==> src/rtl/bist_pkg.sv <==
// ============================================================================
// Module : bist_pkg
// Brief  : Shared BIST types and constants: FSM states, LFSR seed/taps, MISR poly.
// Rev    : 1.0  initial release
// ============================================================================
`default_nettype none

package bist_pkg;

    typedef enum logic [1:0] {
        IDLE  = 2'd0,
        RUN   = 2'd1,
        FLUSH = 2'd2,
        DONE  = 2'd3
    } bist_state_t;

    localparam logic [7:0]  LFSR_SEED = 8'h01;
    // Taps 8,6,5,4 in 1-based numbering map to bits 7,5,4,3.
    localparam logic [7:0]  LFSR_TAPS = 8'b1011_1000;
    localparam logic [15:0] MISR_POLY = 16'h1021;

    function automatic logic [7:0] lfsr_next(input logic [7:0] s);
        return {s[6:0], ^(s & LFSR_TAPS)};
    endfunction

    function automatic logic [15:0] misr_next(input logic [15:0] s, input logic [1:0] d);
        logic [15:0] n;
        n      = {s[14:0], 1'b0} ^ (s[15] ? MISR_POLY : 16'h0000);
        n[1:0] = n[1:0] ^ d;
        return n;
    endfunction

endpackage

`default_nettype wire

==> src/rtl/sync_detector.sv <==
// ============================================================================
// Module : sync_detector
// Brief  : K/J symbol sync detector (BIST circuit under test) with output regs.
// Rev    : 1.0  initial release
// ============================================================================
`default_nettype none

module sync_detector #(
    parameter int SYNC_LEN = 3
) (
    input  logic clk,
    input  logic rst,
    input  logic clear,
    input  logic k,
    input  logic j,
    input  logic en,
    output logic synced_d,
    output logic sync_err_d
);

    localparam int KW = $clog2(SYNC_LEN + 1);

    logic [KW-1:0] kcnt;
    logic          synced;
    logic          sync_err;
    logic          sym_k;
    logic          sym_bad;

    assign sym_k   = en & k & ~j;
    assign sym_bad = en & k & j;

    always_ff @(posedge clk or negedge rst) begin
        if (!rst) begin
            kcnt       <= '0;
            synced     <= 1'b0;
            sync_err   <= 1'b0;
            synced_d   <= 1'b0;
            sync_err_d <= 1'b0;
        end else if (clear) begin
            kcnt       <= '0;
            synced     <= 1'b0;
            sync_err   <= 1'b0;
            synced_d   <= 1'b0;
            sync_err_d <= 1'b0;
        end else begin
            synced_d   <= synced;
            sync_err_d <= sync_err;
            sync_err   <= synced & sym_bad;
            if (en) begin
                if (!synced) begin
                    if (sym_k) begin
                        if (kcnt == KW'(SYNC_LEN - 1)) begin
                            synced <= 1'b1;
                            kcnt   <= '0;
                        end else begin
                            kcnt <= kcnt + 1'b1;
                        end
                    end else begin
                        kcnt <= '0;
                    end
                end else if (sym_bad) begin
                    synced <= 1'b0;
                end
            end
        end
    end

endmodule

`default_nettype wire

==> src/rtl/bist_main.sv <==
// ============================================================================
// Module : bist_main
// Brief  : BIST top: LFSR stimulus -> sync_detector -> MISR, golden compare.
// Rev    : 1.0  initial release
// ============================================================================
`default_nettype none

module bist_main
    import bist_pkg::*;
#(
    parameter int          N_PATTERNS = 255,
    parameter int          SYNC_LEN   = 3,
    parameter logic [15:0] GOLDEN_SIG = 16'h0000
) (
    input  logic clk,
    input  logic rst,
    input  logic bist_start,
    output logic bist_end,
    output logic pass_fail,
    output logic in_k,
    output logic in_j,
    output logic in_en,
    output logic out_synced_d,
    output logic out_sync_err_d
);

    localparam int            CW   = (N_PATTERNS > 2) ? $clog2(N_PATTERNS) : 1;
    localparam logic [CW-1:0] LAST = CW'(N_PATTERNS - 1);

    bist_state_t   state;
    bist_state_t   state_nxt;
    logic          start_run;
    logic          running;
    logic [7:0]    lfsr;
    logic [15:0]   misr;
    logic [CW-1:0] count;

    always_ff @(posedge clk or negedge rst) begin
        if (!rst) state <= IDLE;
        else      state <= state_nxt;
    end

    always_comb begin
        state_nxt = state;
        start_run = 1'b0;
        case (state)
            IDLE: begin
                if (bist_start) begin
                    state_nxt = RUN;
                    start_run = 1'b1;
                end
            end
            RUN:     if (count == LAST)    state_nxt = FLUSH;
            FLUSH:   if (count == CW'(1))  state_nxt = DONE;
            DONE:    if (!bist_start)      state_nxt = IDLE;
            default: state_nxt = IDLE;
        endcase
    end

    // count tracks patterns in RUN, then is reused for the two flush cycles.
    always_ff @(posedge clk or negedge rst) begin
        if (!rst) begin
            lfsr  <= LFSR_SEED;
            misr  <= '0;
            count <= '0;
        end else if (start_run) begin
            lfsr  <= LFSR_SEED;
            misr  <= '0;
            count <= '0;
        end else begin
            if (state == RUN)
                lfsr <= lfsr_next(lfsr);
            if (state == RUN || state == FLUSH)
                misr <= misr_next(misr, {out_sync_err_d, out_synced_d});
            if (state == RUN)
                count <= (count == LAST) ? '0 : count + 1'b1;
            else if (state == FLUSH)
                count <= count + 1'b1;
        end
    end

    assign running   = (state == RUN);
    assign in_k      = running & lfsr[0];
    assign in_j      = running & lfsr[1];
    assign in_en     = running & (lfsr[2] | lfsr[3]);
    assign bist_end  = (state == DONE);
    assign pass_fail = (state == DONE) && (misr == GOLDEN_SIG);

    sync_detector #(
        .SYNC_LEN (SYNC_LEN)
    ) u_cut (
        .clk        (clk),
        .rst        (rst),
        .clear      (start_run),
        .k          (in_k),
        .j          (in_j),
        .en         (in_en),
        .synced_d   (out_synced_d),
        .sync_err_d (out_sync_err_d)
    );

endmodule

`default_nettype wire

==> config.mk <==
export PLATFORM = sky130hd
export DESIGN_NAME = bist_main
export DESIGN_NICKNAME = d
export VERILOG_FILES = /design/src/rtl/bist_pkg.sv /design/src/rtl/sync_detector.sv /design/src/rtl/bist_main.sv
export SDC_FILE = /design/constraint.sdc
export NUM_CORES = 1
export LEC_CHECK = 0
export CORE_MARGIN = 2
export CORE_UTILIZATION = 53
export CTS_CLUSTER_DIAMETER = 120
export DETAILED_ROUTE_END_ITERATION = 12
export PLACE_DENSITY = 0.75
export SYNTH_ARGS = -nofsm -noshare
export SYNTH_HDL_FRONTEND = slang
export SYNTH_SLANG_ARGS = --single-unit
==> constraint.sdc <==
create_clock -name clk -period 1.7 [get_ports clk]
set_input_delay 0.34 -clock clk [delete_from_list [all_inputs] [get_ports clk]]
set_output_delay 0.34 -clock clk [all_outputs]
set_load 0.01 [all_outputs]
==> reports/results.ini, run 1 <==
[status]
status=finished with violations
failed_checks=setup timing

[floorplan]
die_h_um=65.56
num_rows=22
die_width_um=65.56
die_area_mm2=0.004297
core-area_mm2=0.003661
ios=10
start_util_pct=54.85

[power]
switchingPower_w=0.002483
max-vdd-ir-drop_uv=998.0
internal-power_w=0.003593
power.leakage_nw=1.371
p_clk_share_pct=10.9
swShare_pct=40.86
power_frac_comb_pct=62.0
cellPowerDensity_mw_per_mm2=2063
seqPwrFrac_pct=27.2

[worst_setup_path]
r2r_cells=6
worstReg2RegStart=state[0]$_DFFE_PN0P_
crit_arrival_ps=2120
path_class=flop to flop
r2r_end=count[7]$_DFFE_PN0P_
end_kind=flop
critPathMaxFanout=4
r2r_slack_ps=-200
crit_required_ps=1920
cp_slowest_cell=or4_4
critPathLaunchType=flop
critPathMaxStageDelay_ps=530
path_cells=buf_6 > ha_4 > and4_1 > a21o_1 > or4_4 > o21ai_2

[synth]
yosys_register_bits=40
synth_cell_types=37
yosysSeqAreaShare_pct=49.91
synth_commonest_cells=dfrtp_1 (39), nor2_1 (27), mux2i_1 (19), inv_1 (10)
yosysMostFrequentCell=dfrtp_1
synth.avg_cell_area_um2=10.41
synth_top_area_share_pct=48.60
synth_top_area_cell=dfrtp_1
synth_edf_count=0
synthFlopType=dfrtp_1
async_flop_share_pct=100.0
synth_area_mm2=0.002008
netlist_instances=193
yosysWarnings=0
syn_nets=205
synth_area_leaders=dfrtp_1 (49%), mux2i_1 (9.5%), ha_1 (5.6%)

[sta]
hold_viol=0
timing.hold.ws_ps=5.685
rsz0062_at_grt=true
fin_skew_ps=6.267
fin_crit_sh_pct=111.6
finalSetupViolations=11
drv_slew=0
clock.fmax_mhz=527.1
tightestPinTransition_ps=514.4
slew_headroom_pct=65.71
worst_slack_ps=-197.1
layout_min_cycle_time_ps=1897

[detailed_routing]
vias_per_cell=6.030
drt-wirelength-per-cell_um=20.03
first_pass_iters=4
dr.first_iter.drc_count=166
ant_nets=0
wirelength_um=6049
drc_errors=0
vias=1821

[cts]
cts_htree_levels=2
clockRootBuffer=clkbuf_8
clock_sinks=40
clkLatencyLatePin_ps=300
cts_tree=done
clock_path_buffers=2
path_clk_slew_ps=80
cts_buffers=5

[grt]
grt_pass1_wl_um=8935
grt_max_degree=22
grt-ovfl-total=0
grt_use_total_pct=27.92
antenna_found_initial=0
grt_pass1_vias=1866

[cells_and_area]
utilization_pct=80.45
fillCellCount=192
drive_gt1_share_pct=44.49
area_delta_synth_final_pct=46.67
nets=265
n_antenna_cell=0
fin_cells=302
design_area_mm2=0.002945

[placed_design]
place_inst=283
hpwl_um=3256
place_congestion=0.8062
post_dp_cell_area_mm2=0.002461
portBuffers=9

[min_path]
hold_path.class=input port to asynchronous set/reset pin

[flow_run]
max_cap_viol_count=0

worst max-delay path by stage:
stage | startpoint | end | slack [ps] | cells after the start
6_report | state[0]$_DFFE_PN0P_ | count[7]$_DFFE_PN0P_ | -200 | 6
2_1_floorplan | count[1]$_DFFE_PN0P_ | state[1]$_DFFE_PN0P_ | -80 | 6
5_1_grt | count[1]$_DFFE_PN0P_ | state[1]$_DFFE_PN0P_ | -240 | 6
4_1_cts | misr[14]$_DFFE_PN0P_ | pass_fail | -240 | 4
3_3_place_gp | misr[13]$_DFFE_PN0P_ | pass_fail | -360 | 4
3_5_place_dp | misr[9]$_DFFE_PN0P_ | pass_fail | -350 | 4
metal layers:
metal	vias to the layer above	routed length (um)	track usage (%)
li1	799	-	-
met1	902	2370	31.67
met2	86	3009	49.23
met3	34	342	5.993
met4	0	327	14.32
met5	-	0	0
cell families after synthesis:
group	count (synthesis)	synth area share [%]
buf+inv	19	3.614
flops	40	49.91
xor+xnor	7	3.053
compound gates	33	11.03
mux	20	10.22
fa+ha+maj	9	5.608
simple gates	65	16.57
what timing repair did:
action                     4_1_cts  5_1_grt
pin swaps                        5       14
resized for setup               42       53
hold buffers                     0        0
setup buffers                    6        6
setup endpoints to repair       16       19
area by class of cell:
class / count / area (um^2) / area share [%]
inverters: 10 / 37.54 / 1.274
clock buffers: 7 / 86.33 / 2.931
multi-input cells: 134 / 1209 / 41.04
well taps: 48 / 60.06 / 2.039
clock inverters: 1 / 7.507 / 0.2549
repair buffers: 62 / 541.8 / 18.39
flip-flops and latches: 40 / 1003 / 34.07
power by group through the flow:
| stage | Combinational [W] | Clock, W | Sequential, W |
|---|---|---|---|
| 2_1_floorplan | 0.00157 | 0 | 0.00155 |
| 3_3_place_gp | 0.00258 | 0 | 0.00153 |
| 3_5_place_dp | 0.00270 | 0 | 0.00157 |
| 4_1_cts | 0.00300 | 0.000660 | 0.00158 |
| 5_1_grt | 0.00401 | 0.000706 | 0.00169 |
| 6_report | 0.00376 | 0.000661 | 0.00165 |
stage by stage:
| stage | TNS (ps) | setup slack [ps] | power (W) |
|---|---|---|---|
| after floorplan | -79.91 | -79.91 | 0.003127 |
| after global placement | -836.4 | -355.7 | 0.004110 |
| after detailed placement | -1232 | -350.2 | 0.004273 |
| after CTS | -815.0 | -242.8 | 0.005234 |
| after global routing | -1683 | -236.7 | 0.006402 |
| final | -1237 | -197.1 | 0.006076 |
state kept, by name (all words and copies together), names as in the netlist:
register,cells
u_cut.sync_err,1
u_cut.kcnt,2
u_cut.sync_err_d,1
state,2
count,8
lfsr,8
misr,16
u_cut.synced,1
u_cut.synced_d,1
cells in the final DEF, fill, tap and decap left out, drive strengths merged, types with 2 or more instances in the layout:
| cell | netlist | layout |
|---|---|---|
| ha | 9 | 9 |
| and4 | 2 | 2 |
| or4 | 4 | 4 |
| nor3 | 4 | 4 |
| clkbuf | 6 | 7 |
| and2 | 4 | 4 |
| o21ai | 6 | 6 |
| a211oi | 6 | 6 |
| a21o | 4 | 4 |
| nand2 | 7 | 7 |
| nand3 | 5 | 5 |
| mux2i | 19 | 19 |
| a21oi | 9 | 9 |
| nor4 | 3 | 3 |
| dfrtp | 39 | 39 |
| inv | 10 | 10 |
| nor4b | 2 | 2 |
| nor2 | 27 | 27 |
| clkdlybuf4s50 | 0 | 3 |
| buf | 3 | 59 |
| xnor2 | 7 | 7 |
| or2 | 3 | 3 |
worst max-delay path: cells and delay by family (launching register included):
family / cells / cell delay, ps
AOI/OAI and AO/OA: 2 / 300
buffers and inverters: 1 / 140
and+or+nand+nor: 2 / 750
DFF: 1 / 460
adders and majority gates: 1 / 160
Power figures use the tool's default switching activity.
==> inputs of run 2 (changes only) <==
Settings changed: SETUP_SLACK_MARGIN set to 0.02.
Clock period 1.7 ns to 1.6 ns, I/O delays scaled along.
==> run 2 against run 1 <==
Against the previous run: the run still ends with setup timing left; register-to-register slack worse by 190 ps; critical path depth stayed put; worst setup slack worse by 190 ps; global-route usage is 2.1 points higher; sequential share of layout area is 3.6 points lower; sequential cell count stayed put; count of clock-buffer cells in the layout is 1 lower; largest power group unchanged.
==> reports/results.ini, run 2 (same netlist as run 1, synthesis figures left out) <==
[status]
status=finished with violations
failed_checks=setup timing

[detailed_routing]
drt-wirelength-per-cell_um=22.28  ; +11%
vias=1929  ; +5.9%
drc_errors=0  ; unchanged
dr.first_iter.drc_count=190  ; +14%
ant_nets=0  ; unchanged
wirelength_um=7062  ; +17%
vias_per_cell=6.085  ; +0.92%
first_pass_iters=4  ; unchanged

[sta]
worst_slack_ps=-387.4  ; -190.3 ps
layout_min_cycle_time_ps=1987  ; +90.28 ps
drv_slew=0  ; unchanged
slew_headroom_pct=65.25  ; -0.45 points
finalSetupViolations=25  ; +14
fin_crit_sh_pct=124.2  ; +13 points
timing.hold.ws_ps=71.96  ; +66.27 ps
hold_viol=0  ; unchanged
rsz0062_at_grt=true
clock.fmax_mhz=503.2  ; -4.5%
tightestPinTransition_ps=521.2  ; +6.818 ps
fin_skew_ps=12.61  ; +6.340 ps

[cells_and_area]
n_antenna_cell=0  ; unchanged
final_cell_mix=buf_4 (42), dfrtp_1 (37), nor2_1 (27)
utilization_pct=90.16  ; +9.7 points
fin_cells=317  ; +5.0%
nets=280  ; +5.7%
layout_commonest_cell=buf_4
largest_register=misr
largest_register_ffs=16  ; unchanged
area_delta_synth_final_pct=64.36
drive_gt1_share_pct=53.90  ; +9.4 points
top_regs=misr (16), count (8), lfsr (8)

[floorplan]
die_h_um=65.56  ; unchanged
core-area_mm2=0.003661  ; unchanged
start_util_pct=54.85  ; unchanged
die_area_mm2=0.004297  ; unchanged
num_rows=22  ; unchanged
ios=10  ; unchanged
die_width_um=65.56  ; unchanged

[grt]
antenna_found_initial=0  ; unchanged
grt_max_degree=41  ; +86%
grt-ovfl-total=0  ; unchanged
grt_use_total_pct=30.04  ; +2.1 points
grt_pass1_vias=2005  ; +7.4%
grt_pass1_wl_um=9432  ; +5.6%

[worst_setup_path]
crit_required_ps=1790  ; -130 ps
critPathMaxFanout=2  ; -2
path_class=flop to flop
worstReg2RegStart=count[1]$_DFFE_PN0P_
crit_arrival_ps=2180  ; +60 ps
r2r_slack_ps=-390  ; -190 ps
r2r_cells=6  ; unchanged
r2r_end=state[1]$_DFFE_PN0P_
critPathLaunchType=flop
end_kind=flop

[cts]
clock_sinks=40  ; unchanged
clkLatencyLatePin_ps=310  ; about the same
cts_tree=done
clock_path_buffers=2  ; unchanged
path_clk_slew_ps=90  ; about the same
cts_htree_levels=2  ; unchanged
cts_buffers=5  ; unchanged
clockRootBuffer=clkbuf_8

[placed_design]
place_congestion=0.7678  ; -4.8%
place_inst=292  ; +3.2%
portBuffers=9  ; unchanged
hpwl_um=3225  ; -0.96%

[power]
report.power.total_w=0.007811  ; +29%
cellPowerDensity_mw_per_mm2=2367  ; +15%
power.leakage_nw=1.545  ; +13%
max-vdd-ir-drop_uv=1360  ; +36%

[min_path]
hold_path.class=input port to asynchronous set/reset pin

[flow_run]
max_cap_viol_count=0  ; unchanged

-- run 2: worst max-delay path by stage --
| stage | start | to | slack (ps) |
|---|---|---|---|
| after global routing | count[1]$_DFFE_PN0P_ | state[1]$_DFFE_PN0P_ | -420 |
| after floorplan | count[1]$_DFFE_PN0P_ | state[1]$_DFFE_PN0P_ | -180 |
| after CTS | misr[5]$_DFFE_PN0P_ | pass_fail | -250 |
| after global placement | misr[9]$_DFFE_PN0P_ | pass_fail | -450 |
| after detailed placement | misr[9]$_DFFE_PN0P_ | pass_fail | -450 |
| final | count[1]$_DFFE_PN0P_ | state[1]$_DFFE_PN0P_ | -390 |
-- run 2: worst max-delay path: stages (launching register included) --
cell and delay, ps:
dfrtp_1 410, inv_1 80, ha_1 150, or4b_4 490, o41ai_4 270, nand3_2 160
mux2_4 330
-- run 2: what timing repair did --
action                                  CTS  global route
hold buffers                              0             0
setup buffers                             7             6
resized for setup                        65            72
hold endpoints to repair                  0             0
gates cloned                              1             3
pin swaps                                 9            20
endpoints found under the setup margin   36            42
-- run 2: per-layer routing --
metal  part of all wire [%]  up-vias  GRT usage (%)
met1                     39      965          34.70
met2                     50      105          51.79
met5                      0        -              0
met4                    4.0        0          16.93
li1                       -      829              -
met3                    7.1       30          6.164
-- run 2: power by group --
group          switching [W]  leakage (nW)  internal (W)  total (W)
registers           0.000306         0.516       0.00139    0.00170
clock network       0.000375        0.0552      0.000463   0.000839
logic                0.00241         0.974       0.00287    0.00528
-- run 2: final cells by class --
| class | count | area, um^2 |
|---|---|---|
| multi-input cells | 134 | 1316 |
| flip-flops and latches | 40 | 1005 |
| well taps | 48 | 60.06 |
| clock inverters | 2 | 35.03 |
| repair buffers | 77 | 769.5 |
| clock buffers | 6 | 72.57 |
| fillers | 138 | 360.3 |
| inverters | 10 | 42.54 |
-- run 2: stage by stage --
stage / instance area [um^2] / TNS, ps / worst slack [ps]
after CTS: 2889 / -1001 / -249.5
after global routing: 3301 / -3489 / -415.1
after detailed placement: 2531 / -3839 / -452.0
final: 3301 / -2121 / -387.4
after global placement: 2531 / -2519 / -450.3
after floorplan: 2036 / -203.4 / -179.1
